$ cat src/rtl/debug_uart_tx_queue.sv
// debug_uart_tx_queue
//  Byte FIFO plus launch sequencer in front of the debug uart_tx. CPU writes are
//  queued and drained one byte at a time using the uart_tx_en / uart_tx_busy
//  handshake, so software does not have to poll per byte.
//
//  Optional build macro: DEBUG_UART_TXQ_STALL_EN
//   defined   : a write into a full queue (with no pop that cycle) raises
//               wr_stall so the bus holds the write; overflow never sets.
//   undefined : wr_stall is tied low; a write into a full queue is dropped
//               and sets the sticky overflow flag.
module debug_uart_tx_queue #(
   parameter  int DEPTH = 4,
   localparam int LW    = $clog2(DEPTH) + 1
) (
   input  logic          clk,
   input  logic          rst_n,
   input  logic          wr_en,
   input  logic [7:0]    wr_data,
   input  logic          flush,
   input  logic          ovf_clr,
   input  logic          uart_tx_busy,
   output logic          uart_tx_en,
   output logic [7:0]    uart_tx_data,
   output logic          empty,
   output logic          full,
   output logic [LW-1:0] level,
   output logic          active,
   output logic          overflow,
   output logic          wr_stall
);

   localparam int AW = LW - 1;

   typedef enum logic [1:0] {
      S_IDLE      = 2'd0,
      S_LAUNCH    = 2'd1,
      S_WAIT_BUSY = 2'd2,
      S_WAIT_DONE = 2'd3
   } state_t;

   state_t        state, state_nx;
   logic [1:0]    wait_cnt, wait_cnt_nx;
   logic [LW-1:0] wptr, rptr;
   logic [7:0]    mem [DEPTH];
   logic          launch;
   logic          push;
   logic          drop;

   // Pointer compare: equal pointers mean empty; differing only in the wrap bit
   // means full. Level is the modular pointer difference.
   assign empty  = (wptr == rptr);
   assign full   = (wptr[LW-1] != rptr[LW-1]) && (wptr[AW-1:0] == rptr[AW-1:0]);
   assign level  = wptr - rptr;
   assign active = !empty || (state != S_IDLE);

   // A launch is also the pop; flush suppresses it so a freshly discarded
   // head byte can never escape.
   assign launch = (state == S_IDLE) && !empty && !uart_tx_busy && !flush;

   // A push into a full queue is still accepted when the head leaves in the
   // same cycle; flush discards any concurrent write.
   assign push = wr_en && !flush && (!full || launch);

`ifdef DEBUG_UART_TXQ_STALL_EN
   assign drop     = 1'b0;
   assign wr_stall = full & wr_en & !launch;
`else
   assign drop     = wr_en && !flush && full && !launch;
   assign wr_stall = 1'b0;
`endif

   // Queue storage; contents need no reset since pointers define validity.
   always_ff @(posedge clk) begin
      if (push)
         mem[wptr[AW-1:0]] <= wr_data;
   end

   // Read/write pointers; flush returns both to zero.
   always_ff @(posedge clk or negedge rst_n) begin
      if (!rst_n) begin
         wptr <= '0;
         rptr <= '0;
      end else if (flush) begin
         wptr <= '0;
         rptr <= '0;
      end else begin
         if (push)
            wptr <= wptr + 1'b1;
         if (launch)
            rptr <= rptr + 1'b1;
      end
   end

   // Sticky overflow; a new drop wins over a simultaneous clear.
   always_ff @(posedge clk or negedge rst_n) begin
      if (!rst_n)
         overflow <= 1'b0;
      else if (drop)
         overflow <= 1'b1;
      else if (ovf_clr)
         overflow <= 1'b0;
   end

   // Registered launch pulse and byte towards uart_tx; data holds between launches.
   always_ff @(posedge clk or negedge rst_n) begin
      if (!rst_n) begin
         uart_tx_en   <= 1'b0;
         uart_tx_data <= 8'h00;
      end else begin
         uart_tx_en <= launch;
         if (launch)
            uart_tx_data <= mem[rptr[AW-1:0]];
      end
   end

   // Sequencer state register and busy-wait counter.
   always_ff @(posedge clk or negedge rst_n) begin
      if (!rst_n) begin
         state    <= S_IDLE;
         wait_cnt <= 2'd0;
      end else begin
         state    <= state_nx;
         wait_cnt <= wait_cnt_nx;
      end
   end

   // Sequencer next state: launch, let uart_tx pick it up, then follow busy.
   // WAIT_BUSY gives up after four cycles so a lost launch cannot wedge the
   // queue; that byte is treated as sent.
   always_comb begin
      state_nx    = state;
      wait_cnt_nx = wait_cnt;
      case (state)
         S_IDLE: begin
            if (launch)
               state_nx = S_LAUNCH;
         end
         S_LAUNCH: begin
            state_nx    = S_WAIT_BUSY;
            wait_cnt_nx = 2'd0;
         end
         S_WAIT_BUSY: begin
            if (uart_tx_busy)
               state_nx = S_WAIT_DONE;
            else if (wait_cnt == 2'd3)
               state_nx = S_IDLE;
            else
               wait_cnt_nx = wait_cnt + 2'd1;
         end
         S_WAIT_DONE: begin
            if (!uart_tx_busy)
               state_nx = S_IDLE;
         end
         default: state_nx = S_IDLE;
      endcase
   end

endmodule
$ cat config.mk
export PLATFORM = sky130hd
export DESIGN_NAME = debug_uart_tx_queue
export DESIGN_NICKNAME = d
export VERILOG_FILES = /design/src/rtl/debug_uart_tx_queue.sv
export SDC_FILE = /design/constraint.sdc
export NUM_CORES = 1
export LEC_CHECK = 0
export BUFFER_PORTS_ARGS = -buffer_cell sky130_fd_sc_hd__buf_2
export CAP_MARGIN = 20
export CORE_MARGIN = 2
export CORE_UTILIZATION = 35
export CTS_BUF_LIST = sky130_fd_sc_hd__clkbuf_16
export DETAILED_ROUTE_END_ITERATION = 6
export GPL_ROUTABILITY_DRIVEN = 1
export PLACE_DENSITY = 0.52
export SLEW_MARGIN = 15
export SYNTH_ARGS = -nofsm -noshare
export SYNTH_HDL_FRONTEND = slang
export SYNTH_SLANG_ARGS = --single-unit
$ cat constraint.sdc
create_clock -name clk -period 2.5 [get_ports clk]
set_clock_uncertainty 0.05 [all_clocks]
set_input_delay 0.375 -clock clk [delete_from_list [all_inputs] [get_ports clk]]
set_output_delay 0.375 -clock clk [all_outputs]
set_load 0.005 [all_outputs]
==> results_dict.tcl, run 1 <==
set metrics [dict create \
    synthFlopType "edfxtp_1" \
    root_buffer "clkbuf_16" \
    internal_power_mw 1.69 \
    status "finished, violations left" \
    max_freq_ghz 0.457 \
    ys_ff_latch 52 \
    die-area_um2 7210 \
    finalHoldViolations 20 \
    worst-path-stages 5 \
    clock_latency_ns 0.28 \
    synthTopCellsByArea "edfxtp_1 (42%), dfrtp_1 (22%), mux4_2 (7.9%)" \
    drive_gt1_frac 0.339 \
    yosys.cell_types.count 38 \
    synth_edf_count 32 \
    clock_path_buffers 2 \
    layout_min_cycle_time_ns 2.19 \
    wl_per_cell_um 15.8 \
    start_kind "flip-flop" \
    vias_per_cell 4.83 \
    synth_top_cell_by_area "edfxtp_1" \
    leakage_nw 1.14 \
    drt_iter0_drc 54 \
    die_h_um 84.9 \
    cts_made_buffers 5 \
    fin_util 0.427 \
    antenna_found_initial 0 \
    maxSlewViolCount 0 \
    grt_overflow 0 \
    pwr-share-clk 0.345 \
    fin_setup_tns_ns 0 \
    antenna_cells 0 \
    final_nets 208 \
    finalWirelength_um 4150 \
    synth_top_cell_area_share 0.419 \
    synth_nets 173 \
    dpl.cell_count 255 \
    boundaryPins 31 \
    cp.required_ns 2.38 \
    synth_common_cells "edfxtp_1 (32), dfrtp_1 (20), nor2_1 (11), mux2_2 (10)" \
    grt_pass1_vias 1329 \
    worst-path-buf-inv 1 \
    violations "hold timing" \
    cts.repair.resized 0 \
    yosysSeqAreaShare 0.638 \
    synthCells 150 \
    pwr-share-seq 0.488 \
    grt_pass1_wl_um 6820 \
    r2r-end "mem[0][1]$_DFFE_PP_" \
    instances_no_fill 263 \
    ff2ff_setup_slack_ns 0.31 \
    cts_tree "built" \
    first_pass_iters 4 \
    avgSynthCellArea_um2 15.3 \
    critPathCaptureType "flip-flop" \
    path_cells "inv_1 > ha_1 > nand2_1 > o31a_1 > and3_1" \
    switchingPower_mw 0.554 \
    routabilityCongestion 0.804 \
    maxCapViolations 0 \
    switching_share 0.247 \
    holdWs_ns -0.00585 \
    crit_arrival_ns 2.07 \
    reg2reg_from "wptr[0]$_DFFE_PN0P_" \
    syn2layout_area_growth_pct 18.2 \
    reg2reg_depth 5 \
    start_util 0.361 \
    critPathKind "reg -> reg" \
    max_stage_delay_ns 0.48 \
    ir_worst_vdd_uv 472 \
    synth_most_common_cell "edfxtp_1" \
    core_um2 6350 \
    hpwlAfterDp_um 2960 \
    layout_setup_ws_ns 0.312 \
    clock-sinks 52 \
    grt_max_degree 21 \
    rsz0062_at_grt "no" \
    grt_use_total 0.125 \
    hold_buffers 0 \
    syn_area_um2 2290 \
    clk_pin_slew_ns 0.07 \
    drtAntennaViolNets 0 \
    rows 29 \
    htree_levels 2 \
    synth_warnings 0 \
    post-cts-setup-buffers 0 \
    critPathSlowestCell "and3_1" \
    via_count 1269 \
    crit_family "simple AND/OR/NAND/NOR gates" \
    cp_max_fo 8 \
    hold_path_class "in -> async" \
    setup-violations-final 0 \
    place_ws_ns 0.316 \
    io_buffers 29 \
    combPwrFrac 0.167 \
    power.density_nw_per_um2 828 \
    fin_crit_sh 0.875 \
    async_reset_ff_frac 0.385 \
    drc 0 \
    fp.dieW_um 84.9 \
]
-- worst max-delay path by stage --
stage / from / endpoint / slack (ns)
2_1_floorplan: rptr[1]$_DFFE_PN0P_ / mem[0][0]$_DFFE_PP_ / 0.35
3_3_place_gp: wptr[0]$_DFFE_PN0P_ / mem[0][6]$_DFFE_PP_ / 0.37
3_5_place_dp: wptr[0]$_DFFE_PN0P_ / mem[0][6]$_DFFE_PP_ / 0.32
4_1_cts: wptr[0]$_DFFE_PN0P_ / mem[0][7]$_DFFE_PP_ / 0.30
5_1_grt: wptr[0]$_DFFE_PN0P_ / mem[2][1]$_DFFE_PP_ / 0.14
6_report: wptr[0]$_DFFE_PN0P_ / mem[0][1]$_DFFE_PP_ / 0.31
-- power groups by stage --
stage | clock [mW] | sequential [mW] | combinational [mW]
floorplan | 0 | 1.09 | 0.241
global placement | 0 | 1.11 | 0.370
detailed placement | 0 | 1.11 | 0.381
CTS | 0.798 | 1.10 | 0.382
global route | 0.842 | 1.11 | 0.422
finish | 0.774 | 1.10 | 0.375
-- cell type report --
| class | count | area (um^2) |
|---|---|---|
| inverter | 8 | 30.0 |
| multi-input combinational | 85 | 776 |
| timing repair buffer | 33 | 175 |
| clock buffer | 5 | 125 |
| fill | 574 | 3640 |
| tap | 77 | 96.3 |
| sequential | 52 | 1460 |
| clock inverter | 3 | 46.3 |
-- metrics by stage --
stage	instance area (um^2)	hold slack, ns	total power, mW
after floorplan	2290	0.0294	1.34
after CTS	2710	0.0140	2.28
after global routing	2710	0.0306	2.38
final	2710	-0.00585	2.24
after global placement	2540	0.319	1.48
after detailed placement	2540	0.325	1.50
-- logic make-up after synthesis --
kind of cell | synth area share
compound gates | 0.0459
flops | 0.638
simple gates | 0.0808
other cells | 0.00164
buf+inv | 0.0240
xor+xnor | 0.0147
fa+ha+maj | 0.0524
mux | 0.143
-- flip-flops by register name, summed over array words and instances (netlist names) --
register,count
mem,32
uart_tx_en,1
uart_tx_data,8
rptr,3
state,2
wptr,3
wait_cnt,2
overflow,1
-- worst register-to-register path, cell delays in order (launching register included) --
cell and delay (ns):
dfrtp_1 0.39, inv_1 0.10, ha_1 0.34, nand2_1 0.22, o31a_1 0.26, and3_1 0.48
-- per-layer routing --
| metal | up-vias | part of all wire | wire length (um) | track usage |
|---|---|---|---|---|
| met1 | 616 | 0.45 | 1890 | 0.161 |
| met5 | - | 0 | 0 | 0 |
| li1 | 619 | - | - | - |
| met3 | 4 | 0.053 | 221 | 0.0409 |
| met4 | 0 | 0.012 | 49 | 0.0375 |
| met2 | 30 | 0.48 | 1990 | 0.201 |
-- cell usage in the layout (no fill, tap or decap), drive strengths merged, types with 2 or more instances in the layout --
| cell | synthesis | final |
|---|---|---|
| mux2i | 2 | 2 |
| mux2 | 11 | 11 |
| edfxtp | 32 | 32 |
| clkbuf | 3 | 5 |
| and2 | 4 | 4 |
| nor2b | 3 | 3 |
| mux4 | 8 | 8 |
| o31a | 2 | 2 |
| nand2 | 8 | 8 |
| dfrtp | 20 | 20 |
| xnor2 | 2 | 2 |
| nor2 | 11 | 11 |
| nor3 | 2 | 2 |
| nand2b | 2 | 2 |
| a21oi | 4 | 4 |
| ha | 8 | 8 |
| o21ai | 2 | 2 |
| inv | 8 | 9 |
| buf | 2 | 33 |
| a31oi | 2 | 2 |
Note: power is estimated with default switching activity, not from simulation.
==> run 2: changes to the inputs <==
==> constraint.sdc (replaced) <==
create_clock -name clk -period 2.5 [get_ports clk]
set_clock_uncertainty 0.05 [all_clocks]
set_input_delay 0 -clock clk [delete_from_list [all_inputs] [get_ports clk]]
set_output_delay 0 -clock clk [all_outputs]
set_load 0.005 [all_outputs]
==> run 2 against run 1 <==
The run now ends clean. Global-route usage is 0.20 points higher. Clock power is 13% lower. Utilization is 1.5 points higher. Sequential power hardly changed. Sequential share of layout area is 1.8 points lower. Setup slack better by 0.018 ns.
==> results_dict.tcl, run 2 (synthesis results as in run 1) <==
set metrics [dict create \
    cts.repair.resized 0 \
    clock_path_buffers 2 \
    leakage_nw 1.18 \
    critPathCaptureType "flip-flop" \
    power.density_nw_per_um2 769 \
    clock-sinks 52 \
    layout_setup_ws_ns 0.330 \
    drive_gt1_frac 0.318 \
    htree_levels 2 \
    wl_per_cell_um 15.4 \
    start_kind "flip-flop" \
    first_pass_iters 4 \
    clk_pin_slew_ns 0.07 \
    final_area_um2 2810 \
    pwr-share-clk 0.311 \
    die-area_um2 7210 \
    syn2layout_area_growth_pct 22.4 \
    ir_worst_vdd_uv 408 \
    fin_setup_tns_ns 0 \
    grt_pass1_vias 1441 \
    antenna_cells 0 \
    drtAntennaViolNets 0 \
    place_ws_ns 0.325 \
    cp.required_ns 2.38 \
    finalHoldViolations 0 \
    largest_reg_flops 32 \
    layout_common_cells "edfxtp_1 (32), buf_2 (29), dfrtp_1 (20), dlygate4sd3_1 (12), nor2_1 (11)" \
    grt_pass1_wl_um 7090 \
    post-cts-setup-buffers 0 \
    cp_max_fo 8 \
    via_count 1375 \
    boundaryPins 31 \
    cts_made_buffers 5 \
    rsz0062_at_grt "no" \
    maxSlewViolCount 0 \
    crit_arrival_ns 2.05 \
    final_nets 220 \
    core_um2 6350 \
    cts_tree "built" \
    maxCapViolations 0 \
    fin_crit_sh 0.868 \
    internal_power_mw 1.60 \
    layout_min_cycle_time_ns 2.17 \
    grt_use_total 0.126 \
    hold_buffers 12 \
    hold_path_class "in -> reg" \
    drt_iter0_drc 52 \
    final_common_cell "edfxtp_1" \
    finalWirelength_um 4240 \
    dpl-instance-area_um2 2540 \
    fin_util 0.442 \
    fp.dieW_um 84.9 \
    hpwlAfterDp_um 3000 \
    rows 29 \
    root_buffer "clkbuf_16" \
    max_freq_ghz 0.461 \
    switchingPower_mw 0.556 \
    antenna_found_initial 0 \
    switching_share 0.258 \
    grt_overflow 0 \
    vias_per_cell 5.00 \
    die_h_um 84.9 \
    status "completed" \
    routabilityCongestion 0.858 \
    grt_max_degree 21 \
    io_buffers 29 \
    drc 0 \
    start_util 0.361 \
    setup-violations-final 0 \
    critPathKind "reg -> reg" \
    pwr-share-seq 0.509 \
    combPwrFrac 0.180 \
    clock_latency_ns 0.29 \
]
[run 2: changes by cell type in the layout (fill, tap and decap cells not counted)]
cell and delta:
dlygate4sd3_1 +12, bufinv_16 -1, clkinv_2 +1
[run 2: cell type report]
cell class	instances	area (um^2)
inverter	8	30.0
fill	554	3540
sequential	52	1460
clock inverter	3	21.3
multi-input combinational	85	776
timing repair buffer	45	295
tap	77	96.3
clock buffer	5	125
[run 2: critical path, cell delays in order, from the launching register on]
cell	delay, ns
dfrtp_1	0.39
inv_1	0.11
ha_1	0.34
nand2_1	0.20
o31a_1	0.26
and3_1	0.47
[run 2: path summary, 6_finish.rpt]
| check | start | to | slack, ns | cells after the start |
|---|---|---|---|---|
| setup / recovery | wptr[0]$_DFFE_PN0P_ | mem[0][4]$_DFFE_PP_ | 0.33 | 5 |
| hold / removal | flush | rptr[1]$_DFFE_PN0P_ | 0.02 | 2 |
| setup reg to reg | wptr[0]$_DFFE_PN0P_ | mem[0][4]$_DFFE_PP_ | 0.33 | 5 |
| hold reg to reg | uart_tx_data[3]$_DFFE_PN0P_ | uart_tx_data[3]$_DFFE_PN0P_ | 0.46 | 1 |
| max in group asynchronous | rst_n | uart_tx_data[3]$_DFFE_PN0P_ | 1.91 | 2 |
| min in group asynchronous | rst_n | rptr[2]$_DFFE_PN0P_ | 0.16 | 2 |
[run 2: power groups by stage]
stage               clock (mW)  combinational (mW)  sequential, mW
finish                   0.671               0.388            1.10
global route             0.722               0.434            1.12
CTS                      0.679               0.397            1.10
detailed placement           0               0.384            1.12
global placement             0               0.372            1.11
floorplan                    0               0.241            1.09
[run 2: stage by stage]
stage               instances  hold WS [ns]  power [mW]
CTS                       275        0.0111        2.18
floorplan                 150        -0.346        1.34
detailed placement        255       -0.0534        1.50
global placement          255       -0.0514        1.48
global route              275        0.0543        2.27
finish                    275        0.0206        2.16
[run 2: routing by layer]
| metal | vias up | wire, um | track usage |
|---|---|---|---|
| li1 | 649 | - | - |
| met1 | 697 | 1990 | 0.166 |
| met2 | 24 | 2060 | 0.209 |
| met3 | 5 | 162 | 0.0370 |
| met4 | 0 | 31 | 0.0289 |
| met5 | - | 0 | 0 |
